===== src/rtl/uart_pkg.sv =====
// Shared UART definitions: character width and the transmit sequencer state encoding.
package uart_pkg;

  localparam int UART_CHAR_W = 8;

  typedef enum logic [1:0] {
    TXF_IDLE    = 2'd0,
    TXF_STROBE  = 2'd1,
    TXF_WAIT_HI = 2'd2,
    TXF_WAIT_LO = 2'd3
  } txf_state_e;

endpackage


===== src/rtl/sync_fifo.sv =====
// Generic DEPTH x DATA_W synchronous FIFO with explicit occupancy count and synchronous flush.
module sync_fifo #(
  parameter int DEPTH  = 16,
  parameter int DATA_W = 8,
  localparam int AW    = $clog2(DEPTH)
) (
  input  logic              clk,
  input  logic              rst,
  input  logic              flush,
  input  logic              push,
  input  logic [DATA_W-1:0] push_data,
  input  logic              pop,
  output logic [DATA_W-1:0] pop_data,
  output logic              full,
  output logic              empty,
  output logic [AW:0]       count
);

  logic [DATA_W-1:0] mem [DEPTH];
  logic [AW-1:0]     wr_ptr;
  logic [AW-1:0]     rd_ptr;
  logic              push_ok;
  logic              pop_ok;

  // Full is judged on the registered count, so a push while full is refused even alongside a pop.
  assign push_ok  = push && !full && !flush;
  assign pop_ok   = pop && !empty && !flush;
  assign full     = (count == (AW + 1)'(DEPTH));
  assign empty    = (count == '0);
  assign pop_data = mem[rd_ptr];

  always_ff @(posedge clk) begin
    if (push_ok) begin
      mem[wr_ptr] <= push_data;
    end
  end

  always_ff @(posedge clk) begin
    if (rst || flush) begin
      wr_ptr <= '0;
      rd_ptr <= '0;
      count  <= '0;
    end else begin
      if (push_ok) begin
        wr_ptr <= wr_ptr + 1'b1;
      end
      if (pop_ok) begin
        rd_ptr <= rd_ptr + 1'b1;
      end
      case ({push_ok, pop_ok})
        2'b10:   count <= count + 1'b1;
        2'b01:   count <= count - 1'b1;
        default: count <= count;
      endcase
    end
  end

endmodule


===== src/rtl/uart_tx_fifo.sv =====
// Character queue between the debug print engine and uarttx, drained one frame at a time
// through the txen/busy handshake with a bounded wait for busy to acknowledge each strobe.
module uart_tx_fifo
  import uart_pkg::*;
#(
  parameter int DEPTH        = 16,
  parameter int BUSY_TIMEOUT = 3,
  localparam int AW          = $clog2(DEPTH)
) (
  input  logic                   clk,
  input  logic                   rst,
  input  logic                   flush,
  input  logic                   wr_en,
  input  logic [UART_CHAR_W-1:0] wr_data,
  output logic                   full,
  output logic                   empty,
  output logic [AW:0]            count,
  output logic                   overflow,
  input  logic                   uartbusy,
  output logic [UART_CHAR_W-1:0] charout,
  output logic                   uarttxen,
  output logic                   idle
);

  localparam int TW = (BUSY_TIMEOUT > 1) ? $clog2(BUSY_TIMEOUT) : 1;

  txf_state_e             state;
  txf_state_e             state_next;
  logic [TW-1:0]          timer;
  logic [TW-1:0]          timer_next;
  logic                   pop;
  logic [UART_CHAR_W-1:0] pop_data;

  sync_fifo #(
    .DEPTH  (DEPTH),
    .DATA_W (UART_CHAR_W)
  ) u_fifo (
    .clk       (clk),
    .rst       (rst),
    .flush     (flush),
    .push      (wr_en),
    .push_data (wr_data),
    .pop       (pop),
    .pop_data  (pop_data),
    .full      (full),
    .empty     (empty),
    .count     (count)
  );

  // A flush in the same cycle as a would-be pop wins: the queue is cleared and nothing is sent.
  always_comb begin
    state_next = state;
    timer_next = timer;
    pop        = 1'b0;
    case (state)
      TXF_IDLE: begin
        if (!empty && !uartbusy && !flush) begin
          pop        = 1'b1;
          state_next = TXF_STROBE;
        end
      end
      TXF_STROBE: begin
        state_next = TXF_WAIT_HI;
        timer_next = '0;
      end
      TXF_WAIT_HI: begin
        if (uartbusy) begin
          state_next = TXF_WAIT_LO;
        end else if (timer == TW'(BUSY_TIMEOUT - 1)) begin
          state_next = TXF_IDLE;
        end else begin
          timer_next = timer + 1'b1;
        end
      end
      TXF_WAIT_LO: begin
        if (!uartbusy) begin
          state_next = TXF_IDLE;
        end
      end
      default: begin
        state_next = TXF_IDLE;
      end
    endcase
  end

  always_ff @(posedge clk) begin
    if (rst) begin
      state    <= TXF_IDLE;
      timer    <= '0;
      uarttxen <= 1'b0;
      charout  <= '0;
      overflow <= 1'b0;
    end else begin
      state    <= state_next;
      timer    <= timer_next;
      uarttxen <= (state_next == TXF_STROBE);
      if (pop) begin
        charout <= pop_data;
      end
      if (flush) begin
        overflow <= 1'b0;
      end else if (wr_en && full) begin
        overflow <= 1'b1;
      end
    end
  end

  assign idle = empty && (state == TXF_IDLE);

endmodule


===== config.mk =====
export PLATFORM = sky130hd
export DESIGN_NAME = uart_tx_fifo
export DESIGN_NICKNAME = d
export VERILOG_FILES = /design/src/rtl/uart_pkg.sv /design/src/rtl/sync_fifo.sv /design/src/rtl/uart_tx_fifo.sv
export SDC_FILE = /design/constraint.sdc
export NUM_CORES = 1
export LEC_CHECK = 0
export ABC_AREA = 0
export BUFFER_PORTS_ARGS = -buffer_cell sky130_fd_sc_hd__clkbuf_2
export CAP_MARGIN = 10
export CORE_MARGIN = 2
export CORE_UTILIZATION = 45
export DETAILED_ROUTE_END_ITERATION = 7
export GPL_ROUTABILITY_DRIVEN = 0
export HOLD_SLACK_MARGIN = 0.03
export PLACE_DENSITY = 0.73
export SYNTH_ARGS = -nofsm -noshare
export SYNTH_HDL_FRONTEND = slang
export SYNTH_SLANG_ARGS = --single-unit
export TNS_END_PERCENT = 30

===== constraint.sdc =====
create_clock -name clk -period 3.8 [get_ports clk]
set_input_delay 0.19 -clock clk [delete_from_list [all_inputs] [get_ports clk]]
set_output_delay 0.19 -clock clk [all_outputs]
set_load 0.1 [all_outputs]

### Word-level counts from Yosys, hierarchy flattened

Memories as Yosys holds them, arrays and structs flattened. A register that Yosys moved wholly into a read port is not among the register bits.
Index checks and enable logic that the tools add are counted.

| storage, ports and cells | value |
|---|---|
| bits in writable memories | 128 |
| input port bits | 13 |
| memories kept | 1 |
| register bits after elaboration | 19 |
| output and inout bits | 18 |

| operators by class | value |
|---|---|
| equal/unequal tests | 10 |
| muxes and demuxes | 13 |
| add/subtract/negate cells | 5 |
| reduce and logical (&&, ||, !) cells | 19 |

Memories:

| name | words | bits a word | rd ports | clocked after memory_dff | wr ports | line | text |
|---|---|---|---|---|---|---|---|
| u_fifo.mem | 16 | 8 | 1 | 1 | 1 | sync_fifo.sv:19 | `logic [DATA_W-1:0] mem [DEPTH];` |

Operators by type and width:

| kind | count |
|---|---|
| $mux W2 | 6 |
| $pmux W5 S2 | 1 |
| $add A4 B1 Y4 const B | 2 |
| $eq A2 B2 Y1 const B | 4 |
| $logic_and A1 B1 Y1 | 8 |
| $pmux W2 S4 | 1 |
| $eq A2 B1 Y1 const B | 3 |
| $add A5 B1 Y5 const B | 1 |
| $eq A5 B5 Y1 const B | 1 |
| $logic_not A5 Y1 | 1 |
| $sub A5 B1 Y5 const B | 1 |
| $logic_not A1 Y1 | 4 |
| $mux W1 | 4 |
| $ne A2 B2 Y1 const B | 2 |
| $pmux W2 S2 | 1 |
| $reduce_bool A2 Y1 | 2 |
| $reduce_and A3 Y1 | 1 |
| $add A2 B1 Y2 const B | 1 |
| $logic_not A2 Y1 | 1 |
| $reduce_or A2 Y1 | 1 |
| $logic_or A1 B1 Y1 | 1 |

### Logic depth before layout (Yosys ltp)

Gate-level depths: netlist of run 1.

| depth | value |
|---|---|
| depth after elaboration | 10 |
| gate-level depth with buffers | 13 |

### Hierarchy

From an unflattened synthesis of run 1, not the netlist that was laid out.

| unflattened totals | value |
|---|---|
| cell total of the unflattened synthesis | 388 |
| area total of the unflattened synthesis | 6404.9 um^2 |

Modules (own cells, without submodules):

| module | times used | sequential area each (um^2) | area each (um^2) | cells each |
|---|---|---|---|---|
| sync_fifo | 1 | 4184.0 | 5824.3 | 324 |
| uart_tx_fifo | 1 | 280.3 | 580.6 | 64 |

### Worst setup path before layout of run 1

OpenSTA, ideal clock, no wires.

| timing | value |
|---|---|
| path kind | reg2reg |
| from | register u_fifo.count[0] |
| to | register u_fifo.count[4] |
| library setup time | 0.070 ns |
| data arrival time | 3.221 ns |
| path slack | 0.509 ns |
| buffers on the path | 1 |
| stages on the path, launching flop included | 14 |
| cells stage by stage | dfxtp_1 nor4_4 inv_2 o21ai_2 inv_2 buf_2 ha_1 inv_1 fa_1 nor2b_1 o21ai_0 and3_1 or4_1 a21oi_1 |

| on the way | value |
|---|---|
| cells in the longest elaborated chain, start to end | 10 |
| elaborated cells between the ends (all ways) | 18 |

Ends and longest elaborated chain:

| item | line | text |
|---|---|---|
| start, declared | sync_fifo.sv:16 | `output logic [AW:0] count` |
| start signal, assigned | sync_fifo.sv:51 | `2'b10: count <= count + 1'b1;` |
| start signal, assigned | sync_fifo.sv:52 | `2'b01: count <= count - 1'b1;` |
| start signal, assigned | sync_fifo.sv:53 | `default: count <= count;` |
| $logic_not A5 Y1 (*) | sync_fifo.sv:29 | `assign empty = (count == '0);` |
| $logic_not A1 Y1 (*) | sync_fifo.sv:27, uart_tx_fifo.sv:57 |  |
| $logic_and A1 B1 Y1 (2 in a row) | uart_tx_fifo.sv:57 | `if (!empty && !uartbusy && !flush) begin` |
| $mux W1 | uart_tx_fifo.sv:57 |  |
| $mux W1 | uart_tx_fifo.sv:55 | `case (state)` |
| $logic_and A1 B1 Y1 (*) (2 in a row) | sync_fifo.sv:27 | `assign pop_ok = pop && !empty && !flush;` |
| named net u_fifo.pop_ok | sync_fifo.sv:23 | `logic pop_ok;` |
| $eq A2 B1 Y1 / $eq A2 B2 Y1 (equally long branches) | sync_fifo.sv:50 | `case ({push_ok, pop_ok})` |
| $pmux W5 S2 / $reduce_bool A2 Y1 (equally long branches) | n/a |  |

Mark *: on every way through the listed nets, which the timed path passes. The rest lies on a longest branch.
A chain may end at the register's enable or synchronous reset.

### Worst setup path after layout of run 1

| timing | value |
|---|---|
| from | register u_fifo.count[0] |
| to | register u_fifo.count[4] |

| on the way | value |
|---|---|
| cells in the longest elaborated chain, start to end | 10 |
| elaborated cells between the ends (all ways) | 18 |

Ends and longest elaborated chain:

| item | line |
|---|---|
| $logic_not A5 Y1 | sync_fifo.sv:29 |
| $logic_not A1 Y1 | sync_fifo.sv:27, uart_tx_fifo.sv:57 |
| $logic_and A1 B1 Y1 (2 in a row) | uart_tx_fifo.sv:57 |
| $mux W1 | uart_tx_fifo.sv:57 |
| $mux W1 | uart_tx_fifo.sv:55 |
| $logic_and A1 B1 Y1 (2 in a row) | sync_fifo.sv:27 |
| $eq A2 B1 Y1 / $eq A2 B2 Y1 (equally long branches) | sync_fifo.sv:50 |
| $pmux W5 S2 / $reduce_bool A2 Y1 (equally long branches) | n/a |

Several ways; a longest one is shown, not always the timed one.

==> results.sh, run 1 <==
export IMPL_outcome="finished, final reports clean"
export IMPL_antenna_found_initial=0
export IMPL_power_total_mw=3.51
export IMPL_synth_warnings=0
export IMPL_powerDensity_nw_per_um2=493
export IMPL_n_fill_cell=1088
export IMPL_drv_slew=0
export IMPL_hold_violations=0
export IMPL_initial_utilization_pct=45.6
export IMPL_power_leakage_nw=2.28
export IMPL_io_buffer_count=30
export IMPL_drive_above_1_share_pct=15.6
export IMPL_synth_area_leaders="edfxtp_1 (61%), mux2i_1 (9.3%), dfxtp_1 (8.6%)"
export IMPL_cts_resized=0
export IMPL_cts_root_buf="clkbuf_16"
export IMPL_clkSinkCount=155
export IMPL_cts_tree="built"
export IMPL_holdWs_ps=105
export IMPL_grt_pass1_wl_um=19100
export IMPL_syn_to_final_growth_pct=13.7
export IMPL_endpoint_kind="register"
export IMPL_drc=0
export IMPL_clk_transition_reported_paths_ps=60
export IMPL_slew_headroom_pct=27.2
export IMPL_tns_ps=0
export IMPL_multi_input_area_sq_um=1710
export IMPL_grt_overflow=0
export IMPL_rsz0062_at_grt="false"
export IMPL_synthTopCellsByCount="edfxtp_1 (128), mux2i_1 (58), nor2_1 (46)"
export IMPL_yosys_area_top_type_share_pct=61.5
export IMPL_antenna_left=0
export IMPL_first_pass_iters=5
export IMPL_ys_ff_latch=155
export IMPL_fin_nets=474
export IMPL_cts_buffers=17
export IMPL_dpl_hpwl_um=7830
export IMPL_wl_per_cell_um=19.1
export IMPL_drt_iter0_drc=382
export IMPL_period_needed_ps=3020
export IMPL_diodes=0
export IMPL_finalCritPeriodShare_pct=79.6
export IMPL_r2r_setup_slack_ps=780
export IMPL_vias=3546
export IMPL_hp_class="in2reg"
export IMPL_final_cells=643
export IMPL_max_freq_mhz=331
export IMPL_async_flop_share_pct=0
export IMPL_grt_util_all_layers_pct=17.7
export IMPL_worst_setup_path_type="reg2reg"
export IMPL_htreeDepth=4
export IMPL_cts_setup_buffers=0
export IMPL_syn_area_per_cell_sq_um=15.0
export IMPL_seq_area_sq_um=4390
export IMPL_clock_latency_ps=420
export IMPL_ios=31
export IMPL_grt_pass1_vias=3425
export IMPL_avgViaCountPerCell=5.51
export IMPL_skew_ps=8.23
export IMPL_synth_most_common_cell="edfxtp_1"
export IMPL_die_y_um=122
export IMPL_arrival_ps=3360
export IMPL_die_w_um=122
export IMPL_drt_total_wl_um=12300
export IMPL_synth_fp_nets=441
export IMPL_setup_viol=0
export IMPL_cp_max_fo=21
export IMPL_syn_inst=417
export IMPL_worst_pin_slew_ps=1090
export IMPL_core_area_sq_um=13700
export IMPL_vdd_drop_max_v=0.000358
export IMPL_synth_area_sq_um=6250
export IMPL_yosysSeqAreaShare_pct=70.1
export IMPL_hold_buffers=1
export IMPL_grt_start_max_net_pins=63
export IMPL_placed_cells=610
export IMPL_fp_row_count=43
export IMPL_synth_edff_count=128
export IMPL_die_area_sq_um=14900
export IMPL_synth_cell_types=41
export IMPL_cp_start_kind="register"
export IMPL_maxCapViolCount=0
export IMPL_ys_flop_type="edfxtp_1"
export IMPL_critical_path_required_ps=4140
export IMPL_yosysTopAreaCell="edfxtp_1"
export IMPL_cts_buffer_depth=2
-- flip-flops by register name (all words and copies together) (netlist names) --
name / flops
u_fifo.wr_ptr: 4
charout: 8
timer: 2
uarttxen: 1
overflow: 1
u_fifo.count: 5
u_fifo.rd_ptr: 4
u_fifo.mem: 128
state: 2
-- routing by layer --
metal	GRT usage [%]	part of all wire, %	vias up
li1	-	-	1668
met3	5.15	5.1	20
met5	0	0	-
met2	27.8	49	107
met4	7.69	2.1	0
met1	22.9	43	1751
-- kinds of logic after synthesis --
logic type | count (synthesis) | share of synthesized area (%)
DFF | 155 | 70.1
xor gates and xnor gates | 8 | 1.12
adders and majority gates | 11 | 2.32
AOI/OAI and AO/OA | 55 | 5.54
buffers and inverters | 34 | 2.54
muxes | 63 | 11.3
and+or+nand+nor | 91 | 7.08
-- metrics by stage --
| stage | setup slack [ps] | util [%] | area [sq um] |
|---|---|---|---|
| floorplan | 509 | - | 6250 |
| detailed placement | 816 | 47.8 | 6550 |
| global route | 560 | 51.8 | 7110 |
| finish | 777 | 51.8 | 7110 |
| CTS | 794 | 51.8 | 7110 |
| global placement | 907 | 47.8 | 6550 |
-- cell type report --
cell class / instances / share of cell area (%)
Sequential cell: 155 / 61.7
Multi-Input combinational cell: 228 / 24.0
Clock buffer: 26 / 7.20
Tap cell: 180 / 3.17
Timing Repair Buffer: 35 / 2.67
Inverter: 13 / 0.686
Clock inverter: 6 / 0.545
-- cells in the final DEF, fill, tap and decap left out, types with 4 or more instances in the layout --
cell and n:
edfxtp_1 128, mux2i_1 58, nor2_1 46, clkbuf_2 30, o22ai_1 28, dfxtp_1 26
clkbuf_16 18, a21oi_1 13, nand2_1 12, inv_1 11, ha_1 10, nor4_1 8
a211oi_1 8, nor3_1 6, xor2_1 5, buf_4 4
-- where the power goes --
| group | internal [mW] | switching (mW) | total [mW] |
|---|---|---|---|
| logic | 0.0241 | 0.0841 | 0.108 |
| clock network | 0.929 | 0.617 | 1.55 |
| registers | 1.85 | 0.00549 | 1.85 |
-- critical path, cell delays in order, from the launching register on --
cell     delay (ps)
dfxtp_1         370
nor4_4          380
inv_2           100
o21ai_2         190
inv_2           180
ha_1            310
ha_1            330
nor2b_1         160
o21ai_0         200
a21oi_1         110
or4_1           460
a21oi_1         150
-- final timing paths --
| kind | startpoint | end | depth (start not counted) |
|---|---|---|---|
| max | u_fifo.count[0]$_SDFFE_PP0P_ | u_fifo.count[4]$_SDFFE_PP0P_ | 11 |
| min | uartbusy | state[0]$_SDFF_PP0_ | 3 |
| max reg2reg | u_fifo.count[0]$_SDFFE_PP0P_ | u_fifo.count[4]$_SDFFE_PP0P_ | 11 |
| min reg2reg | overflow$_SDFFE_PP0P_ | overflow$_SDFFE_PP0P_ | 2 |
(Power assumes the default switching activity.)
==> run 2, diff against run 1 <==
- ABC_AREA: 0 -> 1
- PLACE_DENSITY: 0.73 -> 0.72
- clock period: 3.8 -> 3.2 ns (I/O delays scaled with it)
==> run 2 against run 1 <==
Against the previous run: sequential power rose by 20%; global-route usage rose by 1.5 points; maximum frequency rose by 17%; clock skew rose by 2.4 ps; setup slack got worse by 160 ps; design area rose by 7.8%; count of clock-buffer cells in the layout fell by 7; critical path type unchanged; critical path depth rose by 3.
==> results.sh, run 2 <==
export IMPL_avgViaCountPerCell=5.04
export IMPL_clock_latency_ps=420
export IMPL_hold_buffers=1
export IMPL_antenna_found_initial=0
export IMPL_synth_fp_nets=723
export IMPL_r2r_setup_slack_ps=610
export IMPL_drt_iter0_drc=304
export IMPL_async_flop_share_pct=0
export IMPL_synth_most_common_cell="nand2_1"
export IMPL_ios=31
export IMPL_io_buffer_count=30
export IMPL_fin_nets=751
export IMPL_worst_pin_slew_ps=805
export IMPL_diodes=0
export IMPL_syn_to_final_growth_pct=12.0
export IMPL_synth_top_family_by_area="simple AND/OR/NAND/NOR gates"
export IMPL_grt_util_all_layers_pct=19.2
export IMPL_endpoint_kind="register"
export IMPL_synth_edff_count=128
export IMPL_first_pass_iters=5
export IMPL_max_freq_mhz=387
export IMPL_r2r_start="u_fifo.count[1]$_SDFFE_PP0P_"
export IMPL_maxCapViolCount=0
export IMPL_largest_reg_flops=128
export IMPL_mostFrequentLayoutCell="nand2_1"
export IMPL_yosysTopAreaCell="edfxtp_1"
export IMPL_synth_xor_area_share_pct=0.512
export IMPL_muxShareOfSynthArea_pct=0
export IMPL_skew_ps=10.6
export IMPL_clkSinkCount=155
export IMPL_grt_overflow=0
export IMPL_die_w_um=127
export IMPL_synth_area_leaders="edfxtp_1 (56%), nand2_1 (13%), dfxtp_1 (7.9%)"
export IMPL_grt_pass1_wl_um=23600
export IMPL_ys_flop_type="edfxtp_1"
export IMPL_post_route_cell_area_sq_um=7660
export IMPL_vdd_drop_max_v=0.000369
export IMPL_vias=4667
export IMPL_grt_start_max_net_pins=69
export IMPL_antenna_left=0
export IMPL_finalCritPeriodShare_pct=80.8
export IMPL_r2r_end="u_fifo.count[4]$_SDFFE_PP0P_"
export IMPL_drv_slew=0
export IMPL_crit_path_end="u_fifo.count[4]$_SDFFE_PP0P_"
export IMPL_period_needed_ps=2590
export IMPL_cts_tree="built"
export IMPL_cp_max_fo=22
export IMPL_n_fill_cell=1298
export IMPL_ys_ff_latch=155
export IMPL_worst_setup_path_type="reg2reg"
export IMPL_reg_top3="u_fifo.mem: 128 flops, charout: 8 flops, u_fifo.count: 5 flops"
export IMPL_hold_violations=0
export IMPL_rsz0062_at_grt="false"
export IMPL_cts_root_buf="clkbuf_16"
export IMPL_core_area_sq_um=15000
export IMPL_synth_cell_types=30
export IMPL_slew_headroom_pct=46.1
export IMPL_critPathLaunch="u_fifo.count[1]$_SDFFE_PP0P_"
export IMPL_setup_viol=0
export IMPL_drc=0
export IMPL_synth_simple_gate_area_share_pct=22.8
export IMPL_cts_setup_buffers=0
export IMPL_syn_inst=699
export IMPL_post_dp_cell_area_sq_um=7070
export IMPL_wl_per_cell_um=15.8
export IMPL_htreeDepth=4
export IMPL_outcome="finished, final reports clean"
export IMPL_grt_pass1_vias=4619
export IMPL_dp_worst_setup_slack_ps=638
export IMPL_cts_resized=0
export IMPL_drive_above_1_share_pct=10.2
export IMPL_synth_warnings=0
export IMPL_regMostFlops="u_fifo.mem"
export IMPL_dpl_hpwl_um=9070
export IMPL_arrival_ps=2940
export IMPL_hp_class="in2reg"
export IMPL_die_area_sq_um=16200
export IMPL_power_total_mw=4.45
export IMPL_worst_r2r_path_depth=14
export IMPL_yosys_area_top_type_share_pct=56.2
export IMPL_yosysSeqAreaShare_pct=64.1
export IMPL_drt_total_wl_um=14600
export IMPL_synthAdderAreaFrac_pct=2.12
export IMPL_synth_compound_area_share_pct=2.18
export IMPL_cp_start_kind="register"
export IMPL_cts_buffer_depth=2
export IMPL_setup_slack_ps=613
export IMPL_critical_path_required_ps=3550
export IMPL_layout_common_cells="nand2_1 (229), edfxtp_1 (128), nand3_1 (95), inv_1 (94), nor2_1 (42)"
export IMPL_power_leakage_nw=3.21
export IMPL_die_y_um=127
export IMPL_initial_utilization_pct=45.5
export IMPL_clk_transition_reported_paths_ps=70
export IMPL_cts_buffers=17
export IMPL_powerDensity_nw_per_um2=580
export IMPL_synth_area_sq_um=6840
export IMPL_fp_row_count=45
export IMPL_synthTopCellsByCount="nand2_1 (229), edfxtp_1 (128), nand3_1 (95)"
export IMPL_tns_ps=0
export IMPL_syn_area_per_cell_sq_um=9.79
==> run 2: cell count changes after synthesis, moves of 4 or more <==
cell | before | now
clkbuf_1 | 8 | 2
buf_6 | 1 | 7
a211oi_1 | 8 | 2
nand3_1 | 1 | 95
nor4_1 | 8 | 0
o22ai_1 | 28 | 0
inv_1 | 11 | 94
mux2i_1 | 58 | 0
buf_2 | 6 | 13
o21ai_0 | 2 | 6
nor3_1 | 6 | 1
nor2_1 | 46 | 42
nand2_1 | 12 | 229
==> run 2: how the worst min path moves through the flow <==
stage | startpoint | endpoint | slack [ps] | depth (start not counted)
final | uartbusy | state[1]$_SDFF_PP0_ | 50 | 3
after global routing | uartbusy | state[1]$_SDFF_PP0_ | 80 | 3
after CTS | uartbusy | state[1]$_SDFF_PP0_ | 40 | 3
after detailed placement | wr_en | overflow$_SDFFE_PP0P_ | 430 | 3
after global placement | wr_en | overflow$_SDFFE_PP0P_ | 410 | 3
after floorplan | wr_data[0] | u_fifo.mem[0][0]$_DFFE_PP_ | 260 | 0
==> run 2: power breakdown <==
| part | leakage (nW) | switching, mW | internal, mW |
|---|---|---|---|
| registers | 1.37 | 0.0130 | 2.21 |
| clock network | 0.253 | 0.779 | 1.14 |
| logic | 1.59 | 0.250 | 0.0643 |
==> run 2: routing by layer <==
layer	vias to the layer above	part of all wire, %	global-route usage, %
met1	2183	43	24.3
li1	2316	-	-
met2	140	49	32.2
met4	0	2.4	7.56
met3	28	5.5	4.40
met5	-	0	0
==> run 2: cells by family after synthesis <==
logic type | after synthesis
flops | 155
fa+ha+maj | 11
buf+inv | 127
simple gates | 375
xor+xnor | 4
compound gates | 27
==> run 2: area by class of cell <==
class	count	area, sq um	area share [%]
Clock buffer	19	433	5.65
Clock inverter	11	124	1.62
Inverter	99	374	4.88
Multi-Input combinational cell	417	1890	24.6
Sequential cell	155	4390	57.2
Tap cell	188	235	3.07
Timing Repair Buffer	37	225	2.94
==> run 2: critical path, cell delays in order, from the launching register on <==
cell and delay (ps):
dfxtp_1 390, inv_1 120, nand4_2 140, nand2_2 110, inv_2 280, ha_1 340, inv_1 80, fa_1 400
inv_1 70, nand2_1 60, a21boi_0 220, o21bai_1 90, nand2_1 60, nand2_1 50, a21oi_1 110
==> run 2: per-stage QoR <==
stage | hold WS (ps) | util (%) | instances
finish | 52.3 | 51.0 | 926
global placement | 411 | 47.0 | 894
CTS | 39.5 | 50.8 | 925
detailed placement | 429 | 47.0 | 894
floorplan | 259 | - | 699
global route | 81.1 | 51.0 | 926
